**src/rtl/tl_a_arbiter.sv**
```systemverilog
// TileLink A-channel arbiter: NREQ requesters share one downstream port, with D responses routed back by source index.
// Define TL_ARB_FIXED_PRIO_EN for fixed lowest-index-wins priority instead of round-robin.

package tl_pkg;
   localparam int unsigned TL_AW    = 32;
   localparam int unsigned TL_DW    = 64;
   localparam int unsigned TL_SZW   = 4;
   localparam int unsigned TL_SRCW  = 8;
   localparam int unsigned TL_SINKW = 2;

   localparam logic [2:0] A_PUT_FULL    = 3'd0;
   localparam logic [2:0] A_PUT_PARTIAL = 3'd1;
   localparam logic [2:0] A_GET         = 3'd4;

   typedef struct packed {
      logic [2:0]          opcode;
      logic [2:0]          param;
      logic [TL_SZW-1:0]   size;
      logic [TL_SRCW-1:0]  source;
      logic [TL_AW-1:0]    address;
      logic [TL_DW/8-1:0]  mask;
      logic [TL_DW-1:0]    data;
      logic                corrupt;
   } A_chan_bits_t;

   typedef struct packed {
      logic [2:0]          opcode;
      logic [1:0]          param;
      logic [TL_SZW-1:0]   size;
      logic [TL_SRCW-1:0]  source;
      logic [TL_SINKW-1:0] sink;
      logic                denied;
      logic [TL_DW-1:0]    data;
      logic                corrupt;
   } D_chan_bits_t;

   typedef struct packed {
      logic [2:0]          opcode;
      logic [1:0]          param;
      logic [TL_SZW-1:0]   size;
      logic [TL_SRCW-1:0]  source;
      logic [TL_AW-1:0]    address;
   } B_chan_bits_t;

   typedef struct packed {
      logic [2:0]          opcode;
      logic [2:0]          param;
      logic [TL_SZW-1:0]   size;
      logic [TL_SRCW-1:0]  source;
      logic [TL_AW-1:0]    address;
      logic [TL_DW-1:0]    data;
      logic                corrupt;
   } C_chan_bits_t;

   typedef struct packed {
      logic [TL_SINKW-1:0] sink;
   } E_chan_bits_t;
endpackage

interface TL_BUS;
   logic                  a_valid;
   logic                  a_ready;
   tl_pkg::A_chan_bits_t  a_bits;
   logic                  b_valid;
   logic                  b_ready;
   tl_pkg::B_chan_bits_t  b_bits;
   logic                  c_valid;
   logic                  c_ready;
   tl_pkg::C_chan_bits_t  c_bits;
   logic                  d_valid;
   logic                  d_ready;
   tl_pkg::D_chan_bits_t  d_bits;
   logic                  e_valid;
   logic                  e_ready;
   tl_pkg::E_chan_bits_t  e_bits;

   // The arbiter side drives requests (A/C/E) and consumes responses (B/D).
   modport Slave (
      output a_valid, a_bits, b_ready, c_valid, c_bits, d_ready, e_valid, e_bits,
      input  a_ready, b_valid, b_bits, c_ready, d_valid, d_bits, e_ready
   );
   modport Master (
      input  a_valid, a_bits, b_ready, c_valid, c_bits, d_ready, e_valid, e_bits,
      output a_ready, b_valid, b_bits, c_ready, d_valid, d_bits, e_ready
   );
endinterface

module tl_a_arbiter #(
   parameter int unsigned NREQ       = 3,
   parameter int unsigned IDX_W      = 2,
   parameter int unsigned SRC_SHIFT  = 4,
   parameter int unsigned BEAT_BYTES = 8
) (
   input  logic                 clk_i,
   input  logic                 rst_ni,
   input  logic [NREQ-1:0]      A_valid_i,
   output logic [NREQ-1:0]      A_ready_o,
   input  tl_pkg::A_chan_bits_t A_bits_i [NREQ],
   output logic [NREQ-1:0]      D_valid_o,
   input  logic [NREQ-1:0]      D_ready_i,
   output tl_pkg::D_chan_bits_t D_bits_o,
   output logic                 route_err_o,
   TL_BUS.Slave                 master
);

   localparam int unsigned    CNT_W  = 16;
   localparam logic [7:0]     LOG_BB = 8'($clog2(BEAT_BYTES));
   localparam logic [IDX_W:0] NREQ_W = (IDX_W+1)'(NREQ);

   typedef enum logic [0:0] {IDLE, BURST} state_e;

   state_e             state_q, state_d;
   logic [IDX_W-1:0]   lock_q, lock_d;
   logic [CNT_W-1:0]   beat_cnt_q, beat_cnt_d;
   logic               hold_vld_q, hold_vld_d;
   logic [IDX_W-1:0]   hold_idx_q, hold_idx_d;
   logic               route_err_q, route_err_d;

   logic [IDX_W-1:0]   search_start;
   logic [IDX_W-1:0]   search_idx;
   logic               search_found;
   logic [2*NREQ-1:0]  valid_dbl;
   logic [NREQ-1:0]    valid_rot;

   logic [IDX_W-1:0]   gnt_idx;
   logic               gnt_active;
   logic [NREQ-1:0]    gnt_valid_sh;
   logic               a_valid_m;
   logic               a_fire;
   logic [7:0]         a_size_ext;
   logic [CNT_W-1:0]   a_beats_m1;
   logic               a_is_put;

   logic [IDX_W-1:0]   d_idx;
   logic               d_hit;
   logic [NREQ-1:0]    d_ready_sh;
   logic               d_ready_m;

`ifdef TL_ARB_FIXED_PRIO_EN
   assign search_start = '0;
`else
   logic [IDX_W-1:0]   rr_ptr_q, rr_ptr_d;
   assign search_start = rr_ptr_q;
`endif

   // Rotate the request vector so bit 0 is the requester at search_start.
   assign valid_dbl = {A_valid_i, A_valid_i} >> search_start;
   assign valid_rot = valid_dbl[NREQ-1:0];

   always_comb begin
      search_idx   = '0;
      search_found = 1'b0;
      for (int k = 0; k < NREQ; k++) begin
         if (!search_found && valid_rot[k]) begin
            search_found = 1'b1;
            search_idx   = (int'(search_start) + k >= NREQ) ?
                           IDX_W'(int'(search_start) + k - NREQ) :
                           IDX_W'(int'(search_start) + k);
         end
      end
   end

   // A burst lock outranks the no-retract hold, which outranks a fresh search.
   always_comb begin
      gnt_idx    = search_idx;
      gnt_active = search_found;
      if (state_q == BURST) begin
         gnt_idx    = lock_q;
         gnt_active = 1'b1;
      end else if (hold_vld_q) begin
         gnt_idx    = hold_idx_q;
         gnt_active = 1'b1;
      end
   end

   assign gnt_valid_sh   = A_valid_i >> gnt_idx;
   assign a_valid_m      = rst_ni && gnt_active && gnt_valid_sh[0];
   assign a_fire         = a_valid_m && master.a_ready;
   assign master.a_valid = a_valid_m;
   assign master.a_bits  = A_bits_i[gnt_idx];

   generate
      for (genvar gi = 0; gi < NREQ; gi++) begin : g_a_ready
         assign A_ready_o[gi] = rst_ni && gnt_active && (gnt_idx == IDX_W'(gi)) && master.a_ready;
      end
   endgenerate

   assign a_size_ext = 8'(master.a_bits.size);
   assign a_is_put   = (master.a_bits.opcode == tl_pkg::A_PUT_FULL) ||
                       (master.a_bits.opcode == tl_pkg::A_PUT_PARTIAL);

   always_comb begin
      if (a_size_ext <= LOG_BB) begin
         a_beats_m1 = '0;
      end else begin
         a_beats_m1 = (CNT_W'(1) << (a_size_ext - LOG_BB)) - CNT_W'(1);
      end
   end

   always_comb begin
      state_d    = state_q;
      lock_d     = lock_q;
      beat_cnt_d = beat_cnt_q;
      hold_vld_d = 1'b0;
      hold_idx_d = hold_idx_q;
`ifndef TL_ARB_FIXED_PRIO_EN
      rr_ptr_d   = rr_ptr_q;
`endif
      case (state_q)
         IDLE: begin
            hold_vld_d = a_valid_m && !master.a_ready;
            hold_idx_d = gnt_idx;
            if (a_fire) begin
`ifndef TL_ARB_FIXED_PRIO_EN
               rr_ptr_d = (int'(gnt_idx) + 1 >= NREQ) ? '0 : gnt_idx + 1'b1;
`endif
               if (a_is_put && (a_beats_m1 != '0)) begin
                  state_d    = BURST;
                  lock_d     = gnt_idx;
                  beat_cnt_d = a_beats_m1;
               end
            end
         end
         BURST: begin
            if (a_fire) begin
               beat_cnt_d = beat_cnt_q - 1'b1;
               if (beat_cnt_q <= CNT_W'(1)) begin
                  state_d = IDLE;
               end
            end
         end
         default: state_d = IDLE;
      endcase
   end

   // D channel: pure pass-through steered by the index inside source.
   assign d_idx      = master.d_bits.source[SRC_SHIFT +: IDX_W];
   assign d_hit      = {1'b0, d_idx} < NREQ_W;
   assign d_ready_sh = D_ready_i >> d_idx;
   assign d_ready_m  = d_hit ? d_ready_sh[0] : 1'b1;

   assign master.d_ready = rst_ni && d_ready_m;
   assign D_bits_o       = master.d_bits;

   generate
      for (genvar gi = 0; gi < NREQ; gi++) begin : g_d_valid
         assign D_valid_o[gi] = rst_ni && master.d_valid && d_hit && (d_idx == IDX_W'(gi));
      end
   endgenerate

   assign route_err_d = route_err_q || (master.d_valid && !d_hit);
   assign route_err_o = route_err_q;

   assign master.b_ready = 1'b0;
   assign master.c_valid = 1'b0;
   assign master.c_bits  = '0;
   assign master.e_valid = 1'b0;
   assign master.e_bits  = '0;

   logic unused_bce;
   assign unused_bce = ^{master.b_valid, master.b_bits, master.c_ready, master.e_ready};

   always_ff @(posedge clk_i or negedge rst_ni) begin
      if (!rst_ni) begin
         state_q     <= IDLE;
         lock_q      <= '0;
         beat_cnt_q  <= '0;
         hold_vld_q  <= 1'b0;
         hold_idx_q  <= '0;
         route_err_q <= 1'b0;
`ifndef TL_ARB_FIXED_PRIO_EN
         rr_ptr_q    <= '0;
`endif
      end else begin
         state_q     <= state_d;
         lock_q      <= lock_d;
         beat_cnt_q  <= beat_cnt_d;
         hold_vld_q  <= hold_vld_d;
         hold_idx_q  <= hold_idx_d;
         route_err_q <= route_err_d;
`ifndef TL_ARB_FIXED_PRIO_EN
         rr_ptr_q    <= rr_ptr_d;
`endif
      end
   end

endmodule

```
**src/flat_wrapper.sv**
```systemverilog
// flat-port wrapper written by rule: the top's interface ports become plain ports
module tl_a_arbiter_flat 
#(
   parameter int unsigned NREQ       = 3,
   parameter int unsigned IDX_W      = 2,
   parameter int unsigned SRC_SHIFT  = 4,
   parameter int unsigned BEAT_BYTES = 8
)
  (clk_i, rst_ni, A_valid_i, A_ready_o, A_bits_i, D_valid_o, D_ready_i, D_bits_o, route_err_o, master_a_valid, master_a_bits, master_b_ready, master_c_valid, master_c_bits, master_d_ready, master_e_valid, master_e_bits, master_a_ready, master_b_valid, master_b_bits, master_c_ready, master_d_valid, master_d_bits, master_e_ready);
  TL_BUS master_i ();
  input  logic clk_i;
  input  logic rst_ni;
  input  logic [NREQ-1:0] A_valid_i;
  output logic [NREQ-1:0] A_ready_o;
  input  tl_pkg::A_chan_bits_t A_bits_i[NREQ];
  output logic [NREQ-1:0] D_valid_o;
  input  logic [NREQ-1:0] D_ready_i;
  output tl_pkg::D_chan_bits_t D_bits_o;
  output logic route_err_o;
  output wire logic [$bits(master_i.a_valid)-1:0] master_a_valid;
  output wire logic [$bits(master_i.a_bits)-1:0] master_a_bits;
  output wire logic [$bits(master_i.b_ready)-1:0] master_b_ready;
  output wire logic [$bits(master_i.c_valid)-1:0] master_c_valid;
  output wire logic [$bits(master_i.c_bits)-1:0] master_c_bits;
  output wire logic [$bits(master_i.d_ready)-1:0] master_d_ready;
  output wire logic [$bits(master_i.e_valid)-1:0] master_e_valid;
  output wire logic [$bits(master_i.e_bits)-1:0] master_e_bits;
  input wire logic [$bits(master_i.a_ready)-1:0] master_a_ready;
  input wire logic [$bits(master_i.b_valid)-1:0] master_b_valid;
  input wire logic [$bits(master_i.b_bits)-1:0] master_b_bits;
  input wire logic [$bits(master_i.c_ready)-1:0] master_c_ready;
  input wire logic [$bits(master_i.d_valid)-1:0] master_d_valid;
  input wire logic [$bits(master_i.d_bits)-1:0] master_d_bits;
  input wire logic [$bits(master_i.e_ready)-1:0] master_e_ready;
  assign master_a_valid = master_i.a_valid;
  assign master_a_bits = master_i.a_bits;
  assign master_b_ready = master_i.b_ready;
  assign master_c_valid = master_i.c_valid;
  assign master_c_bits = master_i.c_bits;
  assign master_d_ready = master_i.d_ready;
  assign master_e_valid = master_i.e_valid;
  assign master_e_bits = master_i.e_bits;
  assign master_i.a_ready = master_a_ready;
  assign master_i.b_valid = master_b_valid;
  assign master_i.b_bits = master_b_bits;
  assign master_i.c_ready = master_c_ready;
  assign master_i.d_valid = master_d_valid;
  assign master_i.d_bits = master_d_bits;
  assign master_i.e_ready = master_e_ready;
  tl_a_arbiter #(.NREQ(NREQ), .IDX_W(IDX_W), .SRC_SHIFT(SRC_SHIFT), .BEAT_BYTES(BEAT_BYTES)) u_core (.clk_i(clk_i), .rst_ni(rst_ni), .A_valid_i(A_valid_i), .A_ready_o(A_ready_o), .A_bits_i(A_bits_i), .D_valid_o(D_valid_o), .D_ready_i(D_ready_i), .D_bits_o(D_bits_o), .route_err_o(route_err_o), .master(master_i));
endmodule
```
**config.mk**
```make
export PLATFORM = sky130hd
export DESIGN_NAME = tl_a_arbiter_flat
export DESIGN_NICKNAME = d
export VERILOG_FILES = /design/src/rtl/tl_a_arbiter.sv /design/src/flat_wrapper.sv
export SDC_FILE = /design/constraint.sdc
export NUM_CORES = 1
export LEC_CHECK = 0
export CAP_MARGIN = 10
export CORE_AREA = 2 2 336 338
export CTS_CLUSTER_DIAMETER = 30
export DETAILED_ROUTE_END_ITERATION = 12
export DIE_AREA = 0 0 338 340
export SYNTH_ARGS = -nofsm -noshare
export SYNTH_HDL_FRONTEND = slang
export SYNTH_SLANG_ARGS = --single-unit
```
**constraint.sdc**
```tcl
create_clock -name clk_i -period 10.25 [get_ports clk_i]
set_input_delay 2.05 -clock clk_i [delete_from_list [all_inputs] [get_ports clk_i]]
set_output_delay 2.05 -clock clk_i [all_outputs]
set_load 0.05 [all_outputs]
```
==> results.tsv <==
metric	value	unit
vias in the first global route	7810	
port bufs	514	
routed vias/inst	2.964	
commonest non-fill, non-tap cells in the layout	514 x clkdlybuf4s50_1, 149 x nand2_1, 139 x o21ai_0	
xor-xnor portion of the synthesized cell area	1.400	%
Cell Area, Placed	12830	sq um
Mapped Area	6883	sq um
count of final hold-check violations	0	
# clock sinks	25	
Peak VDD IR	0.0003036	V
final setup violation count	0	
Seq/Total Area, Yosys	9.089	%
complex-gate fraction of the synthesized area	21.41	%
post-synthesis mux area share	20.76	%
worst endpoint required time	8.20	ns
Total GRT Usage	10.63	%
Distinct cells, synth	85	
Post-Route WL	65080	um
worst clock skew	0.007286	ns
# Post-CTS Setup Buffers	0	
1st-iter DRT viols	519	
first-pass GRT wire length	78980	um
slew margin rel.	29.21	%
RSZ-0062 raised after global routing	false	
CTS tree	yes	
CTS Buf Count	3	
number of synthesized flops with an enable pin	0	
outcome	complete, no violations	
leakage	4.975	nW
class of the worst hold path	reg2reg	
TNS Setup	0	ns
drt pass-1 iters	5	
Setup crit start kind	primary input	
Worst setup EP type	primary output	
Final Instance Area	12920	sq um
Synth top area share	22.47	%
Most used DFF post-synth	dfrtp_1	
Final nets	1900	
CTS root buffer	clkbuf_16	
total core area	111600	sq um
Gates resized, CTS repair	0	
largest family of logic cells by synthesized area	buffers and inverters	
Mapped Cells	970	
fmax	114.8	MHz
Seq cells post-synth	25	
Adder-Cell Fraction of Synth Area	1.454	%
DRC viols	0	
Crit Path Category	in2out	
largest net degree at the start of global routing	115	
total grt overflow	0	
post-detail-place hpwl	59960	um
Critical Path AT	6.66	ns
Tmin final	8.713	ns
IO Count	853	
syn avg cell area	7.096	sq um
layout cell share with drive strength beyond 1	5.309	%
pre-CTS setup slack	1.516	ns
Post-Synth Simple-Gate Area	18.72	%
Synth area leader	buf_4	
Post-synth ARST share	100.0	%
MaxCap Viol Count	0	
htree depth	1	
worst slew pin tran	1.049	ns
Syn-to-layout area delta	87.77	%
Max Slew Vio Count	0	
full die area	114900	sq um
maximum fanout along the worst path	26	
hold buffers post-CTS	0	
die width	338	um
Routed Antenna Nets	0	
Die Height	340	um
initial core utilization	6.169	%
Clock Tree Buf Depth	2	
initial antenna violation count	51	
routed vias	8531	
final worst slack	1.537	ns
power density over the cells	484.3	nW/um^2
Synth Warn #	0	
gpl congestion	0.9264	
Synth area leaders	buf_4 22%, mux2i_1 18%, o21ai_0 10%	
drt wl/cell	22.61	um
FP Rows	123	
Clk Latency, worst-skew pair	0.27	ns
clock slew at reported path FFs	0.07	ns
Final Cycle Share	85.00	%
most common cell after layout, fill and taps aside	clkdlybuf4s50_1	
[worst paths after layout]
kind / start / endpoint / slack, ns / depth (start not counted)
worst max-delay path: A_valid_i[2] / master_a_bits[58] / 1.54 / 11
worst min-delay path: u_core.route_err_o / u_core.route_err_o / 0.48 / 1
worst max register to register: u_core.rr_ptr_q[1] / u_core.beat_cnt_q[14] / 3.74 / 21
worst min register to register: u_core.route_err_o / u_core.route_err_o / 0.48 / 1
max in group asynchronous: rst_ni / u_core.beat_cnt_q[12] / 7.76 / 2
min in group asynchronous: rst_ni / u_core.beat_cnt_q[6] / 2.18 / 2
[critical path, cell delays in order]
cell and delay, ns:
clkdlybuf4s50_1 0.74, or4bb_1 0.57, nand4_2 0.18, a21oi_2 0.11
a221o_1 0.48, nor2_4 0.81, buf_12 0.27, buf_4 0.20
nand2_1 0.06, o21ai_0 0.18, clkdlybuf4s50_1 0.91
[metrics by stage]
stage	utilization, %	hold WS [ns]	instances	power, mW
after global placement	11.50	0.4653	2871	6.221
after global routing	11.58	0.5066	2875	6.609
after CTS	11.58	0.4815	2875	6.338
after detailed placement	11.50	0.4587	2871	6.231
final	11.58	0.4757	2878	6.258
after floorplan	-	0.4959	1089	4.055
[metal layers]
layer | up-vias | track usage (%) | wire length (um)
met1 | 3898 | 10.64 | 21990
met3 | 118 | 10.86 | 13890
met5 | - | 3.296 | 1070
met2 | 519 | 15.49 | 27100
met4 | 80 | 1.315 | 1035
li1 | 3916 | - | -
[Yosys cell counts, drive strengths merged (6+ instances only)]
cell type	n
ha	8
or2	6
nor3	13
o31ai	9
nor4	6
xor2	7
mux2i	127
dfrtp	25
nand3	15
buf	226
a21oi	16
a22oi	9
mux2	14
nor2	33
inv	19
nand2	149
clkbuf	34
o21ai	148
a31oi	6
[power breakdown]
group | total (mW) | leakage, nW | switching [mW] | internal [mW]
Clock | 0.0961 | 0.0371 | 0.0428 | 0.0533
Sequential | 0.205 | 0.289 | 0.0667 | 0.139
Combinational | 5.96 | 4.65 | 4.08 | 1.88
Total | 6.26 | 4.97 | 4.19 | 2.07
[logic make-up after synthesis]
kind of cell	after synthesis
fa+ha+maj	8
compound gates	234
buf+inv	280
simple gates	270
other cells	1
xor+xnor	11
flops	25
mux	141
[flip-flops by register name, indices dropped and copies added, names as in the netlist]
register / flops
u_core.beat_cnt_q: 16
u_core.hold_vld_q: 1
u_core.state_q: 1
u_core.lock_q: 2
u_core.route_err_o: 1
u_core.rr_ptr_q: 2
u_core.hold_idx_q: 2
[area by class of cell]
cell class              instances  area (sq um)
fillers                     12870         98650
repair buffers                542          5393
multi-input cells             784          4851
well taps                    1500          1877
flip-flops and latches         25         625.6
inverters                      20         87.58
clock buffers                   3         75.07
clock inverters                 1         7.507
diodes                          3         7.507
No activity file was read; power rests on OpenSTA's default activity.
